## config.mk

```make
export PLATFORM = sky130hd
export DESIGN_NAME = axi_read_protocol
export DESIGN_NICKNAME = d
export VERILOG_FILES = /design/src/rtl/axi_read_protocol.sv
export SDC_FILE = /design/constraint.sdc
export NUM_CORES = 1
export LEC_CHECK = 0
export CAP_MARGIN = 40
export CELL_PAD_IN_SITES_DETAIL_PLACEMENT = 1
export CELL_PAD_IN_SITES_GLOBAL_PLACEMENT = 2
export CORE_AREA = 2 2 186 188
export CTS_BUF_LIST = sky130_fd_sc_hd__clkbuf_4 sky130_fd_sc_hd__clkbuf_8
export DETAILED_ROUTE_END_ITERATION = 7
export DIE_AREA = 0 0 188 190
export PLACE_DENSITY = 0.85
export SYNTH_ARGS = -nofsm -noshare
export SYNTH_HDL_FRONTEND = slang
export SYNTH_SLANG_ARGS = --single-unit
```

## constraint.sdc

```tcl
create_clock -name axi_aclk -period 4.2 [get_ports axi_aclk]
set_clock_uncertainty 0.1 [all_clocks]
set_input_delay 1.26 -clock axi_aclk [delete_from_list [all_inputs] [get_ports axi_aclk]]
set_output_delay 1.26 -clock axi_aclk [all_outputs]
set_load 0.01 [all_outputs]
```

## src/rtl/axi_read_protocol.sv

```systemverilog
// AXI read-side protocol FSM covering the AR and R channels.
// Turns raw master requests and slave data into protocol-legal axi_ar*/axi_r*
// signals. It allows a single outstanding burst and tracks the beat index,
// the per-beat address and rlast generation.
// Each channel runs a WAIT / COMMIT (valid & ready) / ASSERT (valid, !ready) handshake.

module axi_read_protocol #(
  parameter int unsigned AW = 32,
  parameter int unsigned DW = 64
) (
  input  logic          axi_aclk,
  input  logic          axi_areset,
  input  logic [AW-1:0] araddr_in,
  input  logic [7:0]    arlen_in,
  input  logic [2:0]    arsize_in,
  input  logic [1:0]    arburst_in,
  input  logic          arvalid_in,
  input  logic [DW-1:0] rdata_in,
  input  logic [1:0]    rresp_in,
  input  logic          rvalid_in,
  input  logic          rready_in,
  output logic [AW-1:0] axi_araddr,
  output logic [7:0]    axi_arlen,
  output logic [2:0]    axi_arsize,
  output logic [1:0]    axi_arburst,
  output logic          axi_arvalid,
  output logic          axi_arready,
  output logic [DW-1:0] axi_rdata,
  output logic [1:0]    axi_rresp,
  output logic          axi_rlast,
  output logic          axi_rvalid,
  output logic          axi_rready,
  output logic          r_active,
  output logic [7:0]    beat_cnt,
  output logic [AW-1:0] beat_addr
);

  typedef enum logic [1:0] {
    StWait   = 2'b00,
    StCommit = 2'b01,
    StAssert = 2'b10
  } state_e;

  localparam logic [1:0] BurstFixed = 2'b00;
  localparam logic [1:0] BurstIncr  = 2'b01;
  localparam logic [1:0] BurstWrap  = 2'b10;
  localparam logic [1:0] BurstRsvd  = 2'b11;
  localparam logic [1:0] RespSlvErr = 2'b10;

  state_e ar_state_q, ar_state_d;
  state_e r_state_q, r_state_d;

  logic [AW-1:0] araddr_q, araddr_d;
  logic [7:0]    arlen_q, arlen_d;
  logic [2:0]    arsize_q, arsize_d;
  logic [1:0]    arburst_q, arburst_d;
  logic          arvalid_q, arvalid_d;
  logic          arready_q, arready_d;

  logic [DW-1:0] rdata_q, rdata_d;
  logic [1:0]    rresp_q, rresp_d;
  logic          rlast_q, rlast_d;
  logic          rvalid_q, rvalid_d;
  logic          rready_q, rready_d;

  logic          r_active_q, r_active_d;
  logic [7:0]    beat_cnt_q, beat_cnt_d;
  logic [AW-1:0] beat_addr_q, beat_addr_d;

  // Burst attributes latched at the AR handshake; axi_ar* may already hold the next request.
  logic [7:0]    len_q, len_d;
  logic [2:0]    size_q, size_d;
  logic [1:0]    burst_q, burst_d;

  logic [AW-1:0] beat_bytes;
  logic [AW-1:0] incr_addr;
  logic [AW-1:0] wrap_mask;
  logic [AW-1:0] next_addr;
  logic [1:0]    resp_sel;
  logic [7:0]    beat_cnt_inc;

  // Address of the following beat, plus response override for reserved bursts.
  always_comb begin
    beat_bytes   = AW'(1) << size_q;
    incr_addr    = beat_addr_q + beat_bytes;
    wrap_mask    = ((AW'(len_q) + AW'(1)) << size_q) - AW'(1);
    beat_cnt_inc = beat_cnt_q + 8'd1;
    case (burst_q)
      BurstIncr: next_addr = incr_addr;
      BurstWrap: next_addr = (beat_addr_q & ~wrap_mask) | (incr_addr & wrap_mask);
      default:   next_addr = beat_addr_q;
    endcase
    resp_sel = (burst_q == BurstRsvd) ? RespSlvErr : rresp_in;
  end

  // Next-state and output logic for both channel FSMs.
  always_comb begin
    ar_state_d  = ar_state_q;
    r_state_d   = r_state_q;
    araddr_d    = araddr_q;
    arlen_d     = arlen_q;
    arsize_d    = arsize_q;
    arburst_d   = arburst_q;
    arvalid_d   = arvalid_q;
    arready_d   = arready_q;
    rdata_d     = rdata_q;
    rresp_d     = rresp_q;
    rlast_d     = rlast_q;
    rvalid_d    = rvalid_q;
    rready_d    = rready_q;
    r_active_d  = r_active_q;
    beat_cnt_d  = beat_cnt_q;
    beat_addr_d = beat_addr_q;
    len_d       = len_q;
    size_d      = size_q;
    burst_d     = burst_q;

    // AR channel
    unique case (ar_state_q)
      StWait: begin
        if (arvalid_in) begin
          araddr_d   = araddr_in;
          arlen_d    = arlen_in;
          arsize_d   = arsize_in;
          arburst_d  = arburst_in;
          arvalid_d  = 1'b1;
          arready_d  = !r_active_q;
          ar_state_d = r_active_q ? StAssert : StCommit;
        end else begin
          arready_d = !r_active_q;
        end
      end
      StCommit: begin
        r_active_d  = 1'b1;
        arready_d   = 1'b0;
        len_d       = arlen_q;
        size_d      = arsize_q;
        burst_d     = arburst_q;
        beat_addr_d = araddr_q;
        beat_cnt_d  = 8'd0;
        if (arvalid_in) begin
          // Queue the next request; it waits in ASSERT until this burst ends.
          araddr_d   = araddr_in;
          arlen_d    = arlen_in;
          arsize_d   = arsize_in;
          arburst_d  = arburst_in;
          arvalid_d  = 1'b1;
          ar_state_d = StAssert;
        end else begin
          arvalid_d  = 1'b0;
          ar_state_d = StWait;
        end
      end
      StAssert: begin
        if (!r_active_q) begin
          arready_d  = 1'b1;
          ar_state_d = StCommit;
        end
      end
      default: ar_state_d = StWait;
    endcase

    // R channel; only moves while a burst is active, so it never collides with AR COMMIT.
    unique case (r_state_q)
      StWait: begin
        if (r_active_q && rvalid_in) begin
          rdata_d   = rdata_in;
          rresp_d   = resp_sel;
          rvalid_d  = 1'b1;
          rlast_d   = (beat_cnt_q == len_q);
          rready_d  = rready_in;
          r_state_d = rready_in ? StCommit : StAssert;
        end else begin
          rvalid_d = 1'b0;
          rready_d = rready_in;
        end
      end
      StCommit: begin
        if (rlast_q) begin
          r_active_d = 1'b0;
          beat_cnt_d = 8'd0;
          rvalid_d   = 1'b0;
          rlast_d    = 1'b0;
          r_state_d  = StWait;
        end else begin
          beat_cnt_d  = beat_cnt_inc;
          beat_addr_d = next_addr;
          if (rvalid_in) begin
            rdata_d   = rdata_in;
            rresp_d   = resp_sel;
            rvalid_d  = 1'b1;
            rlast_d   = (beat_cnt_inc == len_q);
            rready_d  = rready_in;
            r_state_d = rready_in ? StCommit : StAssert;
          end else begin
            rvalid_d  = 1'b0;
            r_state_d = StWait;
          end
        end
      end
      StAssert: begin
        if (rready_in) begin
          rready_d  = 1'b1;
          r_state_d = StCommit;
        end
      end
      default: r_state_d = StWait;
    endcase
  end

  // State registers with synchronous reset; arready idles high.
  always_ff @(posedge axi_aclk) begin
    if (axi_areset) begin
      ar_state_q  <= StWait;
      r_state_q   <= StWait;
      araddr_q    <= '0;
      arlen_q     <= '0;
      arsize_q    <= '0;
      arburst_q   <= BurstFixed;
      arvalid_q   <= 1'b0;
      arready_q   <= 1'b1;
      rdata_q     <= '0;
      rresp_q     <= '0;
      rlast_q     <= 1'b0;
      rvalid_q    <= 1'b0;
      rready_q    <= 1'b0;
      r_active_q  <= 1'b0;
      beat_cnt_q  <= '0;
      beat_addr_q <= '0;
      len_q       <= '0;
      size_q      <= '0;
      burst_q     <= BurstFixed;
    end else begin
      ar_state_q  <= ar_state_d;
      r_state_q   <= r_state_d;
      araddr_q    <= araddr_d;
      arlen_q     <= arlen_d;
      arsize_q    <= arsize_d;
      arburst_q   <= arburst_d;
      arvalid_q   <= arvalid_d;
      arready_q   <= arready_d;
      rdata_q     <= rdata_d;
      rresp_q     <= rresp_d;
      rlast_q     <= rlast_d;
      rvalid_q    <= rvalid_d;
      rready_q    <= rready_d;
      r_active_q  <= r_active_d;
      beat_cnt_q  <= beat_cnt_d;
      beat_addr_q <= beat_addr_d;
      len_q       <= len_d;
      size_q      <= size_d;
      burst_q     <= burst_d;
    end
  end

  assign axi_araddr  = araddr_q;
  assign axi_arlen   = arlen_q;
  assign axi_arsize  = arsize_q;
  assign axi_arburst = arburst_q;
  assign axi_arvalid = arvalid_q;
  assign axi_arready = arready_q;
  assign axi_rdata   = rdata_q;
  assign axi_rresp   = rresp_q;
  assign axi_rlast   = rlast_q;
  assign axi_rvalid  = rvalid_q;
  assign axi_rready  = rready_q;
  assign r_active    = r_active_q;
  assign beat_cnt    = beat_cnt_q;
  assign beat_addr   = beat_addr_q;

endmodule

```

==> impl_metrics.toml <==
[run_status]
status = "finished clean"

[route]
drtAntennaViolNets = 0
drt_iter0_drc = 253
avgRoutedWirePerCell_um = 18.4
num_vias = 9234
drc = 0
firstDrtPassIters = 4
viasPerCell = 4.94
drt-total-wl_um = 34500

[setup_path]
slowest_stage = "a2111oi_4"
worstPathCellList = "ha_1, xnor2_1, mux2i_1, a21oi_1, o221ai_2, a2111oi_4, nand3_2, nor2_1, ha_1, a21oi_1, nor4bb_1, o21ai_0, nand2_1, a21oi_1"
critical_path.top_delay_family = "compound AO/OA/AOI/OAI gates"
reg2reg_slack_ps = 420
crit_type = "reg -> reg"
start_kind = "flip-flop"
crit_fanout = 10
crit_required_ps = 4450
max_stage_delay_ps = 500
crit_arrival_ps = 4020
crit_path_end_kind = "flip-flop"
path_common_cell = "a21oi_1"
worst-path-buf-inv = 0

[synth]
synthMostInstantiatedCell = "nand2_1"
synthTopCellsByArea = "dfxtp_1 39%, nand2_1 11%, a21oi_1 9.1%"
synth_top_area_share_pct = 38.8
yosys_most_used_dff = "dfxtp_1"
async_flop_share_pct = 0
synth.distinct_cells = 75
synth_edf_count = 0
synthTopCellsByCount = "268 x nand2_1, 174 x dfxtp_1, 164 x a21oi_1"
yosys_register_bits = 174
yosysWarnings = 0
yosys.area.top_type = "dfxtp_1"
avgSynthCellArea_sq_um = 7.69
synthesis.nets = 1301
netlist_instances = 1168
yosysSeqAreaShare_pct = 38.8
syn-cell-area_sq_um = 8980

[run]
cap_violations = 0

[worst_hold_path]
hold_class = "reg -> reg"

[floorplan]
dieArea_sq_um = 35700
die-height_um = 190
core_sq_um = 33900
rows = 68
num_io_pins = 273
chipWidth_um = 188
start_util_pct = 26.5

[timing]
timing.slew.headroom_pct = 42.4
post-route-period-util_pct = 89.9
drv_slew = 0
clock.fmax_ghz = 0.265
finalHoldViolations = 0
finalSetupTns_ps = 0
rsz0062_at_grt = "false"
min_period_ps = 3780
tightest_slew_ps = 864
setup_viol = 0

[place]
place.detailed.hpwl_um = 25700
place_area_sq_um = 12200
place.gp.congestion = 0.821
io_buffers = 272

[cts]
clock_sinks = 174
cts-root-buf = "clkbuf_8"
htreeDepth = 4
cts_inserted_buffers = 17
cts_setup_buffers = 0
clkTransAtPathRegs_ps = 100
insertion_delay_ps = 480
ctsHoldBuffers = 0
clk_path_buf_depth = 2
cts_tree = "built"
ctsResizeCount = 0

[grt]
antenna_found_initial = 1
grt_usage_pct = 19.3
grt_pass1_vias = 9617
gr-total-overflow = 0
grt_max_degree = 90
grt_pass1_wl_um = 54200

[power_and_ir_drop]
power.total_w = 0.00554
p_leak_nw = 4.41
ir_drop_mv = 0.300
powerDensity_nw_per_um2 = 441

[final_layout]
area_growth_syn_to_layout_pct = 39.9
diodes = 0
fin_util_pct = 37.0
drive_above_1_share_pct = 6.51
regArea_sq_um = 3480
final_cell_area_sq_um = 12600
fill_cells = 4055
multiInputGateArea_sq_um = 5080
fin_nets = 1534
-- layout make-up --
class,instances,share of cell area [%]
clock buffer,23,2.37
multi-input combinational,889,40.4
sequential,174,27.7
inverter,21,0.627
clock inverter,9,0.877
timing repair buffer,298,23.4
tap,455,4.53
-- cells by family after synthesis --
| group | count (synthesis) | share of synthesized area (%) |
|---|---|---|
| mux | 27 | 3.22 |
| compound gates | 310 | 21.9 |
| buf+inv | 105 | 4.93 |
| fa+ha+maj | 17 | 2.45 |
| flops | 174 | 38.8 |
| simple gates | 503 | 25.6 |
| xor+xnor | 32 | 3.12 |
-- worst register-to-register path: cells and delay by family (launching register included) --
kind / cells / cell delay [ps]
flip-flops: 1 / 350
AND/OR/NAND/NOR: 4 / 880
XOR/XNOR: 1 / 230
multiplexers: 1 / 210
adder cells (fa/ha/maj): 2 / 550
AO/OA/AOI/OAI: 6 / 1320
-- final timing paths --
check | from | to | depth (start not counted)
min reg2reg | axi_rdata[29] | axi_rdata[29] | 2
min | axi_rdata[29] | axi_rdata[29] | 2
max | len_q[1] | flip-flop | 14
max reg2reg | len_q[1] | flip-flop | 14
-- metrics by stage --
step | setup WS, ps | hold slack, ps | instances
6_report | 422 | 356 | 1869
5_1_grt | 51.2 | 378 | 1869
4_1_cts | 477 | 361 | 1869
3_5_place_dp | 490 | 349 | 1837
3_3_place_gp | 667 | 341 | 1837
2_1_floorplan | 439 | 376 | 1168
-- cell usage in the layout (no fill, tap or decap), types with 13 or more instances in the layout --
cell,n
nor3_1,17
a21oi_1,164
a211oi_1,28
clkdlybuf4s50_1,271
clkbuf_8,20
dfxtp_1,174
xnor2_1,20
nand2_1,268
o21ai_0,35
inv_1,21
buf_4,24
a31oi_1,13
nand3_1,21
mux2i_1,24
ha_1,15
nand4_1,13
nor2b_1,16
nor2_1,88
-- layer usage --
metal  track usage [%]  share of wire [%]
met1              21.8                 42
met2              33.8                 49
met3              7.51                7.8
met4              5.06                1.3
met5                 0              0.038
-- power breakdown --
group          total (W)  switching (W)  internal (W)
Sequential       0.00214       0.000249       0.00189
Combinational    0.00215        0.00120      0.000953
Clock            0.00125       0.000653      0.000596
Total            0.00554        0.00210       0.00344
Note: power is estimated with default switching activity, not from simulation.
